<file path="src/rtl/sseg_scan_controller.sv">
// sseg_scan_controller
// Converts an 8-bit value to BCD with a sequential double-dabble engine,
// then multiplexes the three decimal digits (plus a sign digit) onto a
// 4-digit common-anode seven-segment display.
// Build option: define SSEG_SIGNED_EN to treat value_in as two's complement
// and show a minus sign on digit 3 for negative values.
module sseg_scan_controller #(
  parameter int SCAN_DIV = 1000
) (
  input  logic       clk,
  input  logic       rst,
  input  logic [7:0] value_in,
  input  logic       wr,
  output logic       busy,
  output logic       done,
  output logic [7:0] seg,
  output logic [3:0] an
);

  localparam logic [15:0] SCAN_LAST  = 16'(SCAN_DIV - 1);
  localparam logic [7:0]  GLYPH_BLANK = 8'hFF;
  localparam logic [7:0]  GLYPH_MINUS = 8'hBF;

  typedef enum logic [1:0] {
    IDLE   = 2'd0,
    CONV   = 2'd1,
    COMMIT = 2'd2
  } state_t;

  state_t      state_reg;
  state_t      state_next;
  logic [2:0]  bit_cnt_reg;
  logic [7:0]  shift_reg;
  logic [11:0] bcd_reg;
  logic [11:0] bcd_adj;
  logic [11:0] disp_bcd_reg;
  logic        done_reg;
  logic [15:0] scan_cnt_reg;
  logic [1:0]  idx_reg;
  logic [7:0]  mag_in;
  logic [7:0]  raw_glyph [3];
  logic [7:0]  digit_glyph [4];

  // Segment pattern for one BCD nibble; out-of-range nibbles are blank
  function automatic logic [7:0] glyph(input logic [3:0] d);
    logic [7:0] g;
    case (d)
      4'd0:    g = 8'hC0;
      4'd1:    g = 8'hF9;
      4'd2:    g = 8'hA4;
      4'd3:    g = 8'hB0;
      4'd4:    g = 8'h99;
      4'd5:    g = 8'h92;
      4'd6:    g = 8'h82;
      4'd7:    g = 8'hF8;
      4'd8:    g = 8'h80;
      4'd9:    g = 8'h90;
      default: g = GLYPH_BLANK;
    endcase
    return g;
  endfunction

`ifdef SSEG_SIGNED_EN
  logic sign_in;
  logic pend_neg_reg;
  logic disp_neg_reg;

  // Magnitude of a two's complement input; -128 maps to 128, which still fits
  assign sign_in = value_in[7];
  assign mag_in  = value_in[7] ? (~value_in + 8'd1) : value_in;
`else
  assign mag_in = value_in;
`endif

  assign busy = (state_reg != IDLE);
  assign done = done_reg;

  // Conversion state register
  always_ff @(posedge clk) begin
    if (rst) begin
      state_reg <= IDLE;
    end else begin
      state_reg <= state_next;
    end
  end

  // Next-state logic: eight shift cycles, then one commit cycle
  always_comb begin
    state_next = state_reg;
    case (state_reg)
      IDLE:    if (wr) state_next = CONV;
      CONV:    if (bit_cnt_reg == 3'd7) state_next = COMMIT;
      COMMIT:  state_next = IDLE;
      default: state_next = IDLE;
    endcase
  end

  // Double-dabble correction: every nibble >= 5 gets +3 before the shift
  generate
    for (genvar gi = 0; gi < 3; gi++) begin : g_adj
      assign bcd_adj[gi*4 +: 4] = (bcd_reg[gi*4 +: 4] >= 4'd5)
                                  ? (bcd_reg[gi*4 +: 4] + 4'd3)
                                  : bcd_reg[gi*4 +: 4];
    end
  endgenerate

  // Conversion datapath and display registers; the display only changes in
  // COMMIT so partial conversion results never reach the segments
  always_ff @(posedge clk) begin
    if (rst) begin
      bit_cnt_reg  <= 3'd0;
      shift_reg    <= 8'd0;
      bcd_reg      <= 12'd0;
      disp_bcd_reg <= 12'd0;
      done_reg     <= 1'b0;
`ifdef SSEG_SIGNED_EN
      pend_neg_reg <= 1'b0;
      disp_neg_reg <= 1'b0;
`endif
    end else begin
      done_reg <= (state_reg == COMMIT);
      case (state_reg)
        IDLE: begin
          if (wr) begin
            shift_reg   <= mag_in;
            bcd_reg     <= 12'd0;
            bit_cnt_reg <= 3'd0;
`ifdef SSEG_SIGNED_EN
            pend_neg_reg <= sign_in;
`endif
          end
        end
        CONV: begin
          bcd_reg     <= {bcd_adj[10:0], shift_reg[7]};
          shift_reg   <= {shift_reg[6:0], 1'b0};
          bit_cnt_reg <= bit_cnt_reg + 3'd1;
        end
        COMMIT: begin
          disp_bcd_reg <= bcd_reg;
`ifdef SSEG_SIGNED_EN
          disp_neg_reg <= pend_neg_reg;
`endif
        end
        default: ;
      endcase
    end
  end

  // Digit scan timer: free-running, never disturbed by writes
  always_ff @(posedge clk) begin
    if (rst) begin
      scan_cnt_reg <= 16'd0;
      idx_reg      <= 2'd0;
    end else if (scan_cnt_reg == SCAN_LAST) begin
      scan_cnt_reg <= 16'd0;
      idx_reg      <= idx_reg + 2'd1;
    end else begin
      scan_cnt_reg <= scan_cnt_reg + 16'd1;
    end
  end

  // Raw glyphs for ones, tens and hundreds
  generate
    for (genvar gi = 0; gi < 3; gi++) begin : g_glyph
      assign raw_glyph[gi] = glyph(disp_bcd_reg[gi*4 +: 4]);
    end
  endgenerate

  // Leading-zero blanking and the sign digit
  always_comb begin
    digit_glyph[0] = raw_glyph[0];
    digit_glyph[1] = raw_glyph[1];
    digit_glyph[2] = raw_glyph[2];
    digit_glyph[3] = GLYPH_BLANK;
    if (disp_bcd_reg[11:8] == 4'd0) begin
      digit_glyph[2] = GLYPH_BLANK;
      if (disp_bcd_reg[7:4] == 4'd0) begin
        digit_glyph[1] = GLYPH_BLANK;
      end
    end
`ifdef SSEG_SIGNED_EN
    if (disp_neg_reg) begin
      digit_glyph[3] = GLYPH_MINUS;
    end
`endif
  end

  // Outputs decode straight from registers so seg and an move together
  assign an  = ~(4'b0001 << idx_reg);
  assign seg = digit_glyph[idx_reg];

endmodule

</file>
<file path="config.mk">
export PLATFORM = sky130hd
export DESIGN_NAME = sseg_scan_controller
export DESIGN_NICKNAME = d
export VERILOG_FILES = /design/src/rtl/sseg_scan_controller.sv
export SDC_FILE = /design/constraint.sdc
export NUM_CORES = 1
export LEC_CHECK = 0
export BUFFER_PORTS_ARGS = -buffer_cell sky130_fd_sc_hd__buf_2
export CORE_MARGIN = 5
export CORE_UTILIZATION = 40
export CTS_BUF_LIST = sky130_fd_sc_hd__clkbuf_16
export CTS_CLUSTER_DIAMETER = 150
export DETAILED_ROUTE_END_ITERATION = 6
export GPL_TIMING_DRIVEN = 0
export HOLD_SLACK_MARGIN = 0.02
export PLACE_DENSITY = 0.68
export SLEW_MARGIN = 10
export SYNTH_ARGS = -nofsm -noshare
export SYNTH_HDL_FRONTEND = slang
export SYNTH_SLANG_ARGS = --single-unit
</file>
<file path="constraint.sdc">
create_clock -name clk -period 3.3 [get_ports clk]
set_clock_uncertainty 0.15 [all_clocks]
set_input_delay 0.165 -clock clk [delete_from_list [all_inputs] [get_ports clk]]
set_output_delay 0.165 -clock clk [all_outputs]
set_load 0.005 [all_outputs]
</file>
==> impl_metrics.json, run 1 <==
{
  "dp_hpwl_mm": 5.71,
  "dieArea_um2": 11900,
  "clockBufferDepth": 2,
  "grt_max_degree": 16,
  "min_path_cells": 5,
  "p_int_w": 0.00158,
  "final_area_um2": 4550,
  "grt_pass1_vias": 2852,
  "num_io_pins": 25,
  "core_area_um2": 9680,
  "ant_nets": 0,
  "cts_hold_buffers": 4,
  "num-fill-cells": 925,
  "synth_area_per_cell_um2": 9.34,
  "cp-end-kind": "output pin",
  "dr_wl_met2_mm": 3.55,
  "yosys.area.top_type": "dfxtp_1",
  "synth-edff-count": 0,
  "worst-path-max-fanout": 7,
  "areaGrowthSynthToFinish_pct": 16.0,
  "max-slew-margin-rel_pct": 63.1,
  "syn-instance-count": 420,
  "combPwrFrac_pct": 4.5,
  "overflow": 0,
  "worstPathCellList": "or4_1 -> o211ai_2 -> nor2_1 -> a21oi_1 -> buf_2",
  "drtIter0Drc": 134,
  "syn-num-nets": 459,
  "crit_slowest_cell": "or4_1",
  "fin_util_pct": 47.0,
  "min_period_ns": 2.23,
  "vdd_drop_max_v": 0.000296,
  "hold_class": "input port to flip-flop",
  "start_kind": "flip-flop",
  "final_nets": 497,
  "wl_met1_mm": 3.74,
  "largest_reg_flops": 16,
  "cts_tree": "done",
  "cts_resized": 0,
  "maxSlewViolCount": 0,
  "rows": 36,
  "cts.sinks": 77,
  "grt_usage_pct": 14.0,
  "start_util_pct": 40.5,
  "p_leak_nw": 2.05,
  "clock.fmax_mhz": 448,
  "die_w_um": 109,
  "syn_area_um2": 3920,
  "synth_top_area_share_pct": 39.3,
  "clock_tree.root_cell": "clkbuf_16",
  "arrival_ns": 1.92,
  "n_antenna_cell": 0,
  "crit_required_ns": 2.98,
  "worst-slew-pin-transition_ns": 0.551,
  "firstDrtPassIters": 4,
  "ys_seq_elements": 77,
  "totalWireLength_mm": 7.65,
  "p_seq_share_pct": 46.8,
  "highest_layer": "met4",
  "r2r_cells": 7,
  "setup_tns_ns": 0,
  "finalSetupViolations": 0,
  "fp.dieH_um": 109,
  "switching_share_pct": 22.6,
  "gp_routability_congestion": 0.774,
  "ys_types": 50,
  "portBuffers": 23,
  "synth.area.top_cells": "dfxtp_1, ha_1, mux2i_1",
  "wl_per_cell_um": 12.8,
  "outcome": "complete, no violations",
  "hold_viol": 0,
  "layout-drive-gt1-share_pct": 17.5,
  "antenna_found_initial": 0,
  "vias": 2953,
  "post_cts_buffers": 0,
  "yosysWarnings": 0,
  "seq_area_frac_synth_pct": 39.3,
  "grt_pass1_wl_mm": 13.4,
  "clock_latency_ns": 0.33,
  "crit_type": "flip-flop to output pin",
  "fin_crit_sh_pct": 67.7,
  "synth_ff_type": "dfxtp_1",
  "switching_power_w": 0.000462,
  "clkPwrFrac_pct": 48.7,
  "async_flop_share_pct": 0,
  "cp_slowest_stage_delay_ns": 0.60,
  "placedInstanceArea_um2": 4200,
  "rsz0062_at_grt": "no",
  "cts_max_level": 3,
  "clk_pin_slew_ns": 0.06,
  "cts_buffers": 9,
  "drc_errors": 0,
  "route.met3.wl_um": 300,
  "pwr_density_cell_nw_per_um2": 448,
  "vias_per_cell": 4.95,
  "max-cap-violations": 0
}
-- cells in the mapped netlist, types with 4 or more instances --
cell type,count
nand2_1,22
a311oi_1,4
o21ai_0,5
nor4bb_1,6
buf_2,10
mux2i_1,22
dfxtp_1,77
nand2b_1,6
o22ai_1,10
nand4_1,6
a22o_1,6
or2_1,4
ha_1,28
a21oi_1,30
nand3_1,9
clkbuf_1,9
xnor2_1,5
nor4_4,4
xor2_1,14
a31o_2,6
nor2_1,49
inv_1,30
buf_4,4
-- power by group through the flow --
| stage | combinational [W] | clock, W | sequential [W] |
|---|---|---|---|
| 2_1_floorplan | 0.0000650 | 0 | 0.000972 |
| 3_3_place_gp | 0.0000870 | 0 | 0.000973 |
| 3_5_place_dp | 0.0000899 | 0 | 0.000974 |
| 4_1_cts | 0.0000937 | 0.00102 | 0.000953 |
| 5_1_grt | 0.000105 | 0.00106 | 0.000955 |
| 6_report | 0.0000923 | 0.000993 | 0.000953 |
-- critical path, delay by kind of cell, from the launching register on --
family | cells | cell delay, ns
and+or+nand+nor | 2 | 0.69
buffers and inverters | 1 | 0.13
AOI/OAI and AO/OA | 2 | 0.46
DFF | 1 | 0.31
-- stage by stage --
step / cells / hold slack (ns) / power, W / setup WS [ns]
floorplan: 420 / 0.177 / 0.00104 / 1.35
global placement: 576 / 0.270 / 0.00106 / 1.10
detailed placement: 576 / 0.284 / 0.00106 / 1.08
CTS: 596 / 0.101 / 0.00207 / 1.04
global route: 596 / 0.145 / 0.00212 / 0.875
finish: 596 / 0.110 / 0.00204 / 1.07
-- metal layers --
layer	global-route usage [%]	vias to the layer above
met1	18.0	1366
met2	23.4	45
li1	-	1534
met3	3.97	8
met5	0	-
met4	3.25	0
-- placed cells by master (no fill, tap or decap), types with 4 or more instances in the layout --
cell	synthesis	layout
buf_2	10	33
nand2_1	22	22
clkbuf_16	0	9
nand2b_1	6	6
dfxtp_1	77	77
o22ai_1	10	10
a31o_2	6	6
a21oi_1	30	30
nor2_1	49	49
a22o_1	6	6
mux2i_1	22	22
buf_4	4	4
nand3_1	9	9
nor4_4	4	4
nor4bb_1	6	6
inv_1	30	30
a311oi_1	4	4
o21ai_0	5	5
nand4_1	6	6
or2_1	4	4
xor2_1	14	14
ha_1	28	28
dlygate4sd3_1	0	4
xnor2_1	5	5
clkbuf_1	9	9
-- cells by family after synthesis --
kind of cell	count (synthesis)	synth area share (%)
buf+inv	58	6.63
xor+xnor	19	4.24
fa+ha+maj	28	8.93
mux	25	6.48
other cells	1	0.0956
flops	77	39.3
compound gates	77	14.1
simple gates	135	20.3
-- cell type report --
type | instances | area, um2 | share of cell area, %
clock inverter | 7 | 81.3 | 1.79
buffer | 25 | 136 | 3.00
timing repair buffer | 27 | 155 | 3.41
multi-input combinational | 285 | 2120 | 46.6
tap | 133 | 166 | 3.66
clock buffer | 9 | 225 | 4.95
sequential | 77 | 1540 | 33.9
inverter | 33 | 124 | 2.72
-- path summary, 6_finish.rpt --
kind	startpoint	to	slack (ns)
worst max-delay path	disp_bcd_reg[11]	seg[5]	1.07
worst min-delay path	value_in[0]	shift_reg[0]	0.11
worst max register to register	state_reg[1]	raw_glyph[4]	1.08
worst min register to register	scan_cnt_reg[0]	scan_cnt_reg[0]	0.29
(Power assumes the default switching activity.)
==> inputs of run 2 (changes only) <==
--- a/config.mk
+++ b/config.mk
@@ -5,6 +5,7 @@
 export SDC_FILE = /design/constraint.sdc
 export NUM_CORES = 1
 export LEC_CHECK = 0
+export ABC_AREA = 1
 export BUFFER_PORTS_ARGS = -buffer_cell sky130_fd_sc_hd__buf_2
 export CORE_MARGIN = 5
 export CORE_UTILIZATION = 40
@@ -13,7 +14,7 @@
 export DETAILED_ROUTE_END_ITERATION = 6
 export GPL_TIMING_DRIVEN = 0
 export HOLD_SLACK_MARGIN = 0.02
-export PLACE_DENSITY = 0.68
+export PLACE_DENSITY = 0.7
 export SLEW_MARGIN = 10
 export SYNTH_ARGS = -nofsm -noshare
 export SYNTH_HDL_FRONTEND = slang
==> constraint.sdc (replaced) <==
create_clock -name clk -period 2 [get_ports clk]
set_clock_uncertainty 0.15 [all_clocks]
set_input_delay 0.1 -clock clk [delete_from_list [all_inputs] [get_ports clk]]
set_output_delay 0.1 -clock clk [all_outputs]
set_load 0.005 [all_outputs]
==> impl_metrics.json, run 2 <==
{
  "min_period_ns": 1.87,
  "cts_max_level": 3,
  "start_util_pct": 40.3,
  "areaGrowthSynthToFinish_pct": 16.8,
  "num-fill-cells": 995,
  "clk_pin_slew_ns": 0.06,
  "vias_per_cell": 4.81,
  "num_io_pins": 25,
  "dieArea_um2": 12400,
  "synth_area_per_cell_um2": 7.17,
  "grt_pass1_vias": 3487,
  "yosysWarnings": 0,
  "layout.cells.non_filler": 757,
  "clock_tree.root_cell": "clkbuf_16",
  "fin_ws_ns": 0.133,
  "layout-drive-gt1-share_pct": 15.5,
  "totalWireLength_mm": 8.90,
  "largest_reg_flops": 16,
  "overflow": 0,
  "cts_tree": "done",
  "grt_max_degree": 14,
  "antenna_found_initial": 0,
  "ys_seq_elements": 77,
  "multi_input_area_um2": 2220,
  "final_nets": 655,
  "core_area_um2": 10200,
  "firstDrtPassIters": 5,
  "fin_crit_sh_pct": 93.3,
  "vdd_drop_max_v": 0.000472,
  "portBuffers": 23,
  "crit_required_ns": 2.08,
  "finalSetupViolations": 0,
  "cts_buffers": 9,
  "fin_util_pct": 47.1,
  "dp.cells": 732,
  "clock_latency_ns": 0.33,
  "die_w_um": 111,
  "synth_ff_type": "dfxtp_1",
  "syn-num-nets": 612,
  "hold_viol": 0,
  "worst-slew-pin-transition_ns": 0.624,
  "rrSetupSlack_ns": 0.13,
  "grt_pass1_wl_mm": 15.5,
  "n_antenna_cell": 0,
  "cp-end-kind": "flip-flop",
  "start_kind": "flip-flop",
  "ant_nets": 0,
  "worstPathCellList": "inv_2 -> nor2_4 -> buf_12 -> nand2_1 -> nand3_4 -> inv_1 -> ha_1 -> inv_1 -> nand4_1 -> nand3_1 -> nand2_1",
  "clockBufferDepth": 2,
  "rsz0062_at_grt": "no",
  "synth.area.top_cells": "dfxtp_1, nand2_1, ha_1",
  "syn-instance-count": 573,
  "fp.dieH_um": 111,
  "max-slew-margin-rel_pct": 58.4,
  "wl_per_cell_um": 11.8,
  "pwr_density_cell_nw_per_um2": 663,
  "cts.sinks": 77,
  "arrival_ns": 1.94,
  "yosys.area.top_type": "dfxtp_1",
  "cp_slowest_stage_delay_ns": 0.39,
  "ys_types": 31,
  "synth_commonest_cells": "nand2_1, dfxtp_1, inv_1, nor2_1, nand3_1",
  "setup_tns_ns": 0,
  "crit_slowest_cell": "dfxtp_4",
  "drc_errors": 0,
  "vias": 3640,
  "outcome": "complete, no violations",
  "final_common_cell": "nand2_1",
  "seq_area_frac_synth_pct": 37.5,
  "rows": 37,
  "max-cap-violations": 0,
  "async_flop_share_pct": 0,
  "clock.fmax_mhz": 536,
  "synth-edff-count": 0,
  "worst-path-max-fanout": 10,
  "dp_hpwl_mm": 6.46,
  "regArea_um2": 1550,
  "hold_class": "input port to flip-flop",
  "syn_area_um2": 4110,
  "crit_type": "flip-flop to flip-flop",
  "p_leak_nw": 2.38,
  "drtIter0Drc": 146,
  "gp_routability_congestion": 0.859,
  "synth_most_common_cell": "nand2_1",
  "grt_usage_pct": 14.9,
  "final_cell_mix": "nand2_1, dfxtp_1, inv_1",
  "maxSlewViolCount": 0,
  "dp_slack_ns": -0.0956,
  "synth_top_area_share_pct": 37.5
}
run 2: changes by cell type after synthesis, sizes merged, moves of 15 or more:
cell,delta
nand2,+130
inv,+45
nand3,+41
mux2i,-22
nor2,+18
o21ai,+16
nand4,+15
run 2: metrics by stage:
stage	area (um2)	hold WS, ns	total power, W
finish	4800	0.0861	0.00318
global route	4800	0.0905	0.00331
CTS	4760	0.0804	0.00321
detailed placement	4390	0.229	0.00174
global placement	4390	0.220	0.00174
floorplan	4110	0.111	0.00169
run 2: cell type report:
cell class / count / share of cell area [%]
timing repair buffer: 32 / 4.22
clock inverter: 7 / 0.860
sequential: 77 / 32.2
tap: 136 / 3.55
buffer: 14 / 1.88
clock buffer: 9 / 4.69
inverter: 78 / 6.21
multi-input combinational: 404 / 46.4
run 2: cells by family after synthesis:
kind of cell | count (synthesis) | synth area share [%]
flip-flops | 77 | 37.5
adder cells (fa/ha/maj) | 28 | 8.53
AND/OR/NAND/NOR | 307 | 35.3
XOR/XNOR | 5 | 1.07
buffers and inverters | 92 | 9.26
other | 1 | 0.0913
AO/OA/AOI/OAI | 63 | 8.20
run 2: final timing paths:
kind	from	endpoint	cells past startpoint
max reg2reg	state_reg[1]	raw_glyph[5]	11
max	state_reg[1]	raw_glyph[5]	11
min reg2reg	scan_cnt_reg[0]	scan_cnt_reg[0]	1
min	rst	disp_bcd_reg[11]	4
run 2: repair_timing:
| action | 4_1_cts | 5_1_grt |
|---|---|---|
| buffers inserted | 1 | 0 |
| hold endpoints to repair | 8 | 0 |
| pin swaps | 1 | 1 |
| endpoints found under the setup margin | 11 | 27 |
| hold buffers | 8 | 0 |
| resized for setup | 3 | 14 |
run 2: routing by layer:
| metal | track usage, % | share of wire (%) | vias to the layer above |
|---|---|---|---|
| met2 | 25.4 | 47 | 67 |
| met3 | 3.60 | 4.1 | 10 |
| met4 | 5.19 | 1.4 | 0 |
| met5 | 0 | 0 | - |
| met1 | 18.5 | 47 | 1640 |
| li1 | - | - | 1923 |
run 2: critical path: cells and delay by family (launching register included):
family / cells / cell delay, ns
simple gates: 6 / 0.67
buf+inv: 4 / 0.38
fa+ha+maj: 1 / 0.17
flops: 1 / 0.39
run 2: report_power, final:
part	leakage, nW	total (W)	switching (W)	internal, W
Clock	0.127	0.00146	0.000627	0.000830
Sequential	0.624	0.00157	0.0000170	0.00156
Combinational	1.63	0.000148	0.0000936	0.0000542
